## config.mk

```make
export PLATFORM = sky130hd
export DESIGN_NAME = pipe_dff_bank
export DESIGN_NICKNAME = d
export VERILOG_FILES = /design/src/rtl/pipe_pkg.sv /design/src/rtl/pipe_stage.sv /design/src/rtl/pipe_dff_bank.sv
export SDC_FILE = /design/constraint.sdc
export NUM_CORES = 1
export LEC_CHECK = 0
export ABC_AREA = 1
export CORE_ASPECT_RATIO = 1.2
export CORE_MARGIN = 3
export CORE_UTILIZATION = 35
export CTS_CLUSTER_DIAMETER = 120
export DETAILED_ROUTE_END_ITERATION = 12
export GPL_ROUTABILITY_DRIVEN = 0
export PLACE_DENSITY = 0.62
export SYNTH_ARGS = -nofsm -noshare
export SYNTH_HDL_FRONTEND = slang
export SYNTH_SLANG_ARGS = --single-unit
```

## constraint.sdc

```tcl
create_clock -name C -period 2.2 [get_ports C]
set_clock_uncertainty 0.1 [all_clocks]
set_input_delay 0.44 -clock C [delete_from_list [all_inputs] [get_ports C]]
set_output_delay 0.44 -clock C [all_outputs]
set_load 0.03 [all_outputs]
```

## src/rtl/pipe_pkg.sv

```systemverilog
// Shared constants and helpers for the pipelined DFF bank.
package pipe_pkg;

  localparam int DEFAULT_WIDTH = 8;
  localparam int DEFAULT_DEPTH = 4;

  // Ceiling log2; clog2(1) = 0.
  function automatic int clog2(input int n);
    int r;
    r = 0;
    while ((1 << r) < n) r++;
    return r;
  endfunction

endpackage

```

## src/rtl/pipe_stage.sv

```systemverilog
// One register stage of the bank: data plus valid bit with clear/flush.
module pipe_stage
  import pipe_pkg::*;
#(
  parameter int               WIDTH   = DEFAULT_WIDTH,
  parameter logic [WIDTH-1:0] RST_VAL = '0
) (
  input  logic             clk,
  input  logic             rst_n,
  input  logic             clr,
  input  logic             flush,
  input  logic             rdy,
  input  logic             src_valid,
  input  logic [WIDTH-1:0] src_data,
  output logic [WIDTH-1:0] d,
  output logic             v
);

  logic [WIDTH-1:0] d_q, d_d;
  logic             v_q, v_d;

  // Clear beats flush beats normal flow; flush keeps data to save toggling.
  always_comb begin
    d_d = d_q;
    v_d = v_q;
    if (clr) begin
      v_d = 1'b0;
      d_d = RST_VAL;
    end else if (flush) begin
      v_d = 1'b0;
    end else if (rdy) begin
      v_d = src_valid;
      if (src_valid) d_d = src_data;
    end
  end

  always_ff @(posedge clk or negedge rst_n) begin
    if (!rst_n) begin
      d_q <= RST_VAL;
      v_q <= 1'b0;
    end else begin
      d_q <= d_d;
      v_q <= v_d;
    end
  end

  assign d = d_q;
  assign v = v_q;

endmodule

```

## src/rtl/pipe_dff_bank.sv

```systemverilog
// DEPTH-stage valid/ready register pipeline with bubble collapsing and an
// occupancy counter.
module pipe_dff_bank
  import pipe_pkg::*;
#(
  parameter int               WIDTH   = DEFAULT_WIDTH,
  parameter int               DEPTH   = DEFAULT_DEPTH,
  parameter logic [WIDTH-1:0] RST_VAL = '0
) (
  input  logic                         C,
  input  logic                         R_N,
  input  logic                         CLR,
  input  logic                         FLUSH,
  input  logic                         IN_VALID,
  input  logic [WIDTH-1:0]             IN_DATA,
  output logic                         IN_READY,
  output logic                         OUT_VALID,
  output logic [WIDTH-1:0]             OUT_DATA,
  input  logic                         OUT_READY,
  output logic [clog2(DEPTH+1)-1:0]    OCC
);

  localparam int OCC_W = clog2(DEPTH + 1);

  // Handshake: a beat transfers on a posedge C where VALID and READY are both
  // high on that side; READY never depends combinationally on IN_VALID.
  logic [DEPTH:0]   rdy;
  logic [DEPTH-1:0] v;
  logic [WIDTH-1:0] d     [DEPTH];
  logic [DEPTH-1:0] src_v;
  logic [WIDTH-1:0] src_d [DEPTH];

  // A stage can take new data if it is empty or its successor is moving.
  always_comb begin
    rdy        = '0;
    rdy[DEPTH] = OUT_READY;
    for (int k = DEPTH - 1; k >= 0; k--) rdy[k] = ~v[k] | rdy[k+1];
  end

  always_comb begin
    src_v    = '0;
    src_v[0] = IN_VALID;
    src_d[0] = IN_DATA;
    for (int k = 1; k < DEPTH; k++) begin
      src_v[k] = v[k-1];
      src_d[k] = d[k-1];
    end
  end

  for (genvar k = 0; k < DEPTH; k++) begin : g_stage
    pipe_stage #(
      .WIDTH   (WIDTH),
      .RST_VAL (RST_VAL)
    ) u_stage (
      .clk       (C),
      .rst_n     (R_N),
      .clr       (CLR),
      .flush     (FLUSH),
      .rdy       (rdy[k]),
      .src_valid (src_v[k]),
      .src_data  (src_d[k]),
      .d         (d[k]),
      .v         (v[k])
    );
  end

  logic             in_xfer, out_xfer;
  logic [OCC_W-1:0] occ_q, occ_d;

  assign in_xfer  = IN_VALID & rdy[0];
  assign out_xfer = v[DEPTH-1] & OUT_READY;

  always_comb begin
    occ_d = occ_q;
    if (CLR || FLUSH)            occ_d = '0;
    else if (in_xfer && !out_xfer) occ_d = occ_q + OCC_W'(1);
    else if (!in_xfer && out_xfer) occ_d = occ_q - OCC_W'(1);
  end

  always_ff @(posedge C or negedge R_N) begin
    if (!R_N) occ_q <= '0;
    else      occ_q <= occ_d;
  end

  assign IN_READY  = rdy[0];
  assign OUT_VALID = v[DEPTH-1];
  assign OUT_DATA  = d[DEPTH-1];
  assign OCC       = occ_q;

endmodule

```

==> insert_results.sql, run 1 <==
INSERT INTO impl_metrics (metric_group, metric, value, unit) VALUES
('synthesis', 'synthMostInstantiatedCell', 'nand2_1', ''),
('sta', 'finalWorstPathRequiredPeriod', '2.05', 'ns'),
('detailed_routing', 'route.detailed.vias_per_inst', '4.39', ''),
('run_status', 'outcome', 'finished clean', ''),
('clocking', 'cts_max_level', '2', ''),
('floorplanning', 'io_pins', '27', ''),
('synthesis', 'synth_edf_count', '0', ''),
('sta', 'slew_violations', '0', ''),
('synthesis', 'synth_top_area_share', '52.9', '%'),
('grt', 'grt_overflow', '0', ''),
('synthesis', 'synthesized_instance_count', '203', ''),
('synthesis', 'synthesis.area_per_instance', '9.09', 'sq um'),
('cells_and_area', 'insertedDiodeCount', '0', ''),
('detailed_routing', 'antenna_left', '0', ''),
('synthesis', 'ys.warnings.count', '0', ''),
('clocking', 'cts_tree', 'built', ''),
('clocking', 'post_cts_setup_driven_buffer_insertion_count', '0', ''),
('cells_and_area', 'finalNetCount', '248', ''),
('sta', 'setup_violations', '0', ''),
('setup_path', 'worst_ep_required_time', '1.66', 'ns'),
('power', 'total_leakage_power', '1.05', 'nW'),
('cells_and_area', 'final_layout_size_suffix_gt1_share', '16.7', '%'),
('detailed_routing', 'avgRoutedWirePerCell', '10.3', 'microns'),
('place', 'placement.io_buffers', '26', ''),
('cells_and_area', 'layout-area-overhead-vs-synth', '22.8', '%'),
('floorplanning', 'initial_utilization', '36.8', '%'),
('synthesis', 'netlist.top_cell.by_area', 'dfrtp_1', ''),
('sta', 'timing.setup.tns', '0', 'ns'),
('detailed_routing', 'first_pass_iters', '4', ''),
('synthesis', 'synth-async-reset-ratio', '100', '%'),
('grt', 'grt_pass1_vias', '1305', ''),
('clocking', 'clock_latency', '0.28', 'ns'),
('floorplanning', 'die-width', '72.3', 'microns'),
('setup_path', 'regToRegStartpoint', 'g_stage[3].u_stage.v', ''),
('synthesis', 'synth_area', '1840', 'sq um'),
('synthesis', 'ys_top_cells_by_area', 'dfrtp_1, nand2_1, nand3_1', ''),
('detailed_routing', 'detailedRoute.firstIterationViolations', '56', ''),
('floorplanning', 'vertical_die_dimension', '85.5', 'microns'),
('sta', 'timing_worst_slew_pin_value', '0.474', 'ns'),
('worst_hold_path', 'hp-class', 'primary input to asynchronous set/reset pin', ''),
('cells_and_area', 'stdcell_count', '294', ''),
('grt', 'globalRouteTotalUtil', '11.5', '%'),
('sta', 'hold_viol_final', '0', ''),
('power', 'fin_total_pwr', '0.00138', 'W'),
('run', 'drv.max_cap_violation_count', '0', ''),
('synthesis', 'syn-num-nets', '218', ''),
('clocking', 'hold_buffers', '0', ''),
('setup_path', 'crit_path_capture_type', 'primary output', ''),
('clocking', 'cts_resized', '0', ''),
('setup_path', 'timing.setup.critical_path_class', 'primary input to primary output', ''),
('floorplanning', 'die_area', '6180', 'sq um'),
('setup_path', 'timing.critical_path.fanout_max', '4', ''),
('setup_path', 'ff2ff_setup_slack', '0.45', 'ns'),
('sta', 'slew_headroom', '68.4', '%'),
('sta', 'setup_ws', '0.147', 'ns'),
('detailed_routing', 'drc', '0', ''),
('place', 'place_inst', '286', ''),
('clocking', 'buffer_levels_on_the_longest_clock_path', '2', ''),
('floorplanning', 'rows', '28', ''),
('grt', 'antenna_found_initial', '0', ''),
('clocking', 'cts-root-buf', 'clkbuf_8', ''),
('setup_path', 'rr_worst_depth', '11', ''),
('place', 'post-dp-hpwl', '2.23', 'mm'),
('setup_path', 'r2r-end', 'OCC[2]', ''),
('place', 'place_ws', '-0.0918', 'ns'),
('power', 'p_per_area', '611', 'nW/um^2'),
('synthesis', 'synth.distinct_cells', '26', ''),
('synthesis', 'synth-seq-area-share', '52.9', '%'),
('synthesis', 'synth_flop_cell', 'dfrtp_1', ''),
('detailed_routing', 'wl', '3.03', 'mm'),
('synthesis', 'synth_top_cells_by_count', 'nand2_1, dfrtp_1, nand3_1', '');
per-stage QoR:
| stage | utilization (%) | cell area [sq um] |
|---|---|---|
| 2_1_floorplan | - | 1840 |
| 3_3_place_gp | 43.1 | 2160 |
| 3_5_place_dp | 43.1 | 2160 |
| 4_1_cts | 45.2 | 2260 |
| 5_1_grt | 45.2 | 2260 |
| 6_report | 45.2 | 2260 |
how the worst max path moves through the flow:
stage | depth (start not counted) | start | to
6_report | 5 | OUT_READY | IN_READY
5_1_grt | 5 | OUT_READY | IN_READY
4_1_cts | 5 | OUT_READY | IN_READY
3_5_place_dp | 11 | OUT_READY | OCC[2]
3_3_place_gp | 11 | OUT_READY | OCC[2]
2_1_floorplan | 11 | g_stage[3].u_stage.v | OCC[2]
flip-flops by register name, indices dropped and copies added, names as in the netlist:
name,count
g_stage.u_stage.v,4
g_stage.u_stage.d,32
OCC,3
report_power, final:
part,switching [W],internal [W],total (W)
combinational,0.0000714,0.0000525,0.000124
clock,0.000235,0.000285,0.000520
sequential,0.00000889,0.000731,0.000740
total,0.000315,0.00107,0.00138
cell type report:
cell class                 instances  area [sq um]
clock inverter                     1          7.51
timing repair buffer              37           348
multi-input combinational        123           659
inverter                          27           103
fill                             500          2750
clock buffer                       7          96.3
sequential                        39           976
tap                               60          75.1
placed cells by master, fill, tap and decap left out, drive strengths merged:
cell / synthesis / routed
nand2: 47 / 47
dfrtp: 39 / 39
nand3: 29 / 29
inv: 26 / 26
clkdlybuf4s50: 0 / 24
o21ai: 20 / 20
buf: 14 / 13
a21oi: 10 / 10
nor2: 10 / 10
clkbuf: 0 / 7
nand4: 3 / 3
clkinv: 1 / 1
a31oi: 1 / 1
xor2: 1 / 1
o31ai: 1 / 1
fa: 1 / 1
clkinvlp: 0 / 1
worst max-delay path, stage by stage:
cell	delay [ns]
clkdlybuf4s50_1	0.49
nor2_4	0.17
nand4_4	0.09
buf_4	0.17
buf_4	0.16
layer usage:
layer | routed length (microns) | part of all wire (%) | vias to the layer above | global-route usage, %
li1 | - | - | 705 | -
met1 | 1400 | 46 | 556 | 13.7
met2 | 1440 | 47 | 24 | 18.6
met3 | 137 | 4.5 | 5 | 3.28
met4 | 56 | 1.8 | 0 | 5.64
met5 | 0 | 0 | - | 0
cell families (layout without fill, tap and decap cells):
kind of cell	after synthesis	count (layout)	synth area share, %
AND/OR/NAND/NOR	89	89	24.2
buffers and inverters	41	72	11.3
flip-flops	39	39	52.9
AO/OA/AOI/OAI	32	32	10.0
adder cells (fa/ha/maj)	1	1	1.09
XOR/XNOR	1	1	0.475
Power figures use the tool's default switching activity.
==> inputs of run 2 (changes only) <==
- CAP_MARGIN: unset -> 20
- CORE_ASPECT_RATIO: 1.2 -> 0.9
- GPL_ROUTABILITY_DRIVEN: 0 -> unset
==> run 2 against run 1 <==
Non-clock buffer count is 1 higher; sequential share of layout area is 0.34 points higher; via count is 2.9% higher; routed wire length is 7.3% higher; first-iteration DRC count is 1.8% higher; setup slack better by 0.018 ns; clock power is 14% lower; clock-buffer cell count is 1 lower; global-route usage is 0.68 points higher; flip-flop and latch count stayed put; critical path type unchanged; highest routed layer unchanged.
==> insert_results.sql, run 2 (same netlist as run 1, synthesis figures left out) <==
INSERT INTO impl_metrics (metric_group, metric, value, unit) VALUES
('floorplanning', 'die_area', '6180', 'sq um'),
('power', 'ir_worst_vdd', '0.275', 'mV'),
('sta', 'rsz0062_at_grt', 'false', ''),
('setup_path', 'worst_ep_required_time', '1.66', 'ns'),
('setup_path', 'timing.critical_path.fanout_max', '4', ''),
('clocking', 'clock_latency', '0.29', 'ns'),
('sta', 'finalWorstPathRequiredPeriod', '2.03', 'ns'),
('floorplanning', 'die-width', '82.5', 'microns'),
('sta', 'hold_viol_final', '0', ''),
('grt', 'grt_first_pass_wirelength', '5.62', 'mm'),
('clocking', 'buffer_levels_on_the_longest_clock_path', '2', ''),
('place', 'placedInstanceArea', '2170', 'sq um'),
('setup_path', 'worst_path_most_repeated_cell', 'buf_4', ''),
('detailed_routing', 'antenna_left', '0', ''),
('setup_path', 'setup.worst_path.start_class', 'primary input', ''),
('clocking', 'cts_resized', '0', ''),
('cells_and_area', 'finalNetCount', '249', ''),
('sta', 'hold-worst-slack', '0.0921', 'ns'),
('grt', 'grt_max_degree', '40', ''),
('detailed_routing', 'drc', '0', ''),
('sta', 'fmax', '0.491', 'GHz'),
('cells_and_area', 'multi_input_comb_area', '659', 'sq um'),
('detailed_routing', 'route.detailed.vias_per_inst', '4.46', ''),
('grt', 'globalRouteTotalUtil', '12.1', '%'),
('sta', 'fin_crit_sh', '92.5', '%'),
('clocking', 'post_cts_setup_driven_buffer_insertion_count', '0', ''),
('worst_hold_path', 'hp-class', 'primary input to asynchronous set/reset pin', ''),
('sta', 'slew_violations', '0', ''),
('clocking', 'clk_pin_slew_worst_paths', '0.07', 'ns'),
('floorplanning', 'rows', '24', ''),
('cells_and_area', 'final_cell_area', '2250', 'sq um'),
('detailed_routing', 'detailedRoute.firstIterationViolations', '57', ''),
('floorplanning', 'vertical_die_dimension', '74.9', 'microns'),
('grt', 'grt_pass1_vias', '1262', ''),
('run_status', 'outcome', 'finished clean', ''),
('setup_path', 'timing.critical_path.buf_inv', '3', ''),
('clocking', 'cts-buffers-inserted', '5', ''),
('power', 'fin_total_pwr', '0.00131', 'W'),
('setup_path', 'arrival', '1.49', 'ns'),
('detailed_routing', 'first_pass_iters', '4', ''),
('clocking', 'cts_tree', 'built', ''),
('clocking', 'cts_max_level', '2', ''),
('setup_path', 'worstPathCellList', 'clkdlybuf4s50_1 -> nor2_4 -> nand4_4 -> buf_4 -> buf_4', ''),
('place', 'post-dp-hpwl', '2.30', 'mm'),
('cells_and_area', 'layout_common_cells', 'nand2_1, dfrtp_1, nand3_1', ''),
('cells_and_area', 'fillers', '500', ''),
('floorplanning', 'fp.coreArea', '4950', 'sq um'),
('setup_path', 'crit_path_capture_type', 'primary output', ''),
('place', 'placement.io_buffers', '26', ''),
('cells_and_area', 'layout.area.seq', '976', 'sq um'),
('detailed_routing', 'via_count', '1328', ''),
('detailed_routing', 'avgRoutedWirePerCell', '10.9', 'microns'),
('sta', 'setup_violations', '0', ''),
('cells_and_area', 'layout-area-overhead-vs-synth', '21.8', '%'),
('setup_path', 'timing.critical_path.slowest_stage_cell', 'clkdlybuf4s50_1', ''),
('power', 'p_per_area', '585', 'nW/um^2'),
('sta', 'timing_worst_slew_pin_value', '0.488', 'ns'),
('place', 'globalplace.congestion', '0.719', ''),
('cells_and_area', 'final_layout_size_suffix_gt1_share', '15.9', '%'),
('clocking', 'clkSinkCount', '39', ''),
('setup_path', 'timing.setup.critical_path_class', 'primary input to primary output', ''),
('power', 'total_leakage_power', '1.04', 'nW'),
('clocking', 'cts-root-buf', 'clkbuf_8', ''),
('run', 'drv.max_cap_violation_count', '0', ''),
('cells_and_area', 'insertedDiodeCount', '0', ''),
('sta', 'slew_headroom', '67.5', '%'),
('grt', 'antenna_found_initial', '0', ''),
('setup_path', 'worst_path_largest_cell_delay', '0.48', 'ns'),
('floorplanning', 'initial_utilization', '37.2', '%'),
('detailed_routing', 'wl', '3.25', 'mm'),
('cells_and_area', 'layout_commonest_cell', 'nand2_1', ''),
('floorplanning', 'io_pins', '27', ''),
('setup_path', 'cpLargestDelayFamily', 'buffers and inverters', ''),
('grt', 'grt_overflow', '0', ''),
('clocking', 'hold_buffers', '0', ''),
('cells_and_area', 'flip_flop_count_of_the_largest_register_after_layout', '32', '');
run 2: changes by cell type in the layout (fill, tap and decap cells not counted), sizes merged:
cell      delta
clkinvlp     -1
buf          +1
clkbuf       -1
run 2: metal layers:
metal	share of wire [%]	up-vias	global-route usage (%)
met5	0	-	0
met4	1.9	0	7.08
met3	4.6	5	3.59
met2	42	25	17.5
met1	51	590	16.2
li1	-	708	-
run 2: path summary, 6_finish.rpt:
| path | from | endpoint | slack, ns | depth (start not counted) |
|---|---|---|---|---|
| max | OUT_READY | IN_READY | 0.17 | 5 |
| min | R_N | g_stage[3].u_stage.d[0] | 0.09 | 2 |
| max reg2reg | g_stage[3].u_stage.v | OCC[2] | 0.43 | 11 |
| min reg2reg | g_stage[0].u_stage.d[3] | g_stage[0].u_stage.d[3] | 0.40 | 2 |
| max in group asynchronous | R_N | g_stage[1].u_stage.d[7] | 1.57 | 2 |
| min in group C | g_stage[0].u_stage.d[3] | g_stage[0].u_stage.d[3] | 0.40 | 2 |
run 2: through the flow:
| step | instances | setup WS [ns] | setup TNS [ns] | util (%) |
|---|---|---|---|---|
| after floorplan | 203 | 0.209 | 0 | - |
| after global placement | 292 | -0.0109 | -0.0109 | 43.9 |
| after detailed placement | 292 | -0.0994 | -0.0994 | 43.9 |
| after CTS | 298 | 0.153 | 0 | 45.4 |
| after global routing | 298 | 0.107 | 0 | 45.4 |
| final | 298 | 0.165 | 0 | 45.4 |
run 2: power by group:
part           internal, W  switching, W  leakage (nW)
combinational    0.0000537     0.0000731         0.461
clock             0.000211      0.000237        0.0371
sequential        0.000731    0.00000877         0.539
total             0.000996      0.000319          1.04
run 2: worst reg2reg max path, cell delays in order, from the launching register on:
cell and delay (ns):
dfrtp_1 0.41, inv_1 0.10, nor2_4 0.05, nand4_4 0.07
nand3_2 0.09, fa_1 0.39, xor2_1 0.19, inv_1 0.06
nand2_1 0.06, nand2_1 0.05, nand3_1 0.06, nand2_1 0.05
run 2: area by class of cell:
| cell class | instances | area share [%] |
|---|---|---|
| clock buffers | 6 | 3.23 |
| inverters | 27 | 4.57 |
| multi-input cells | 123 | 29.3 |
| flip-flops and latches | 39 | 43.4 |
| well taps | 65 | 3.62 |
| repair buffers | 38 | 15.8 |
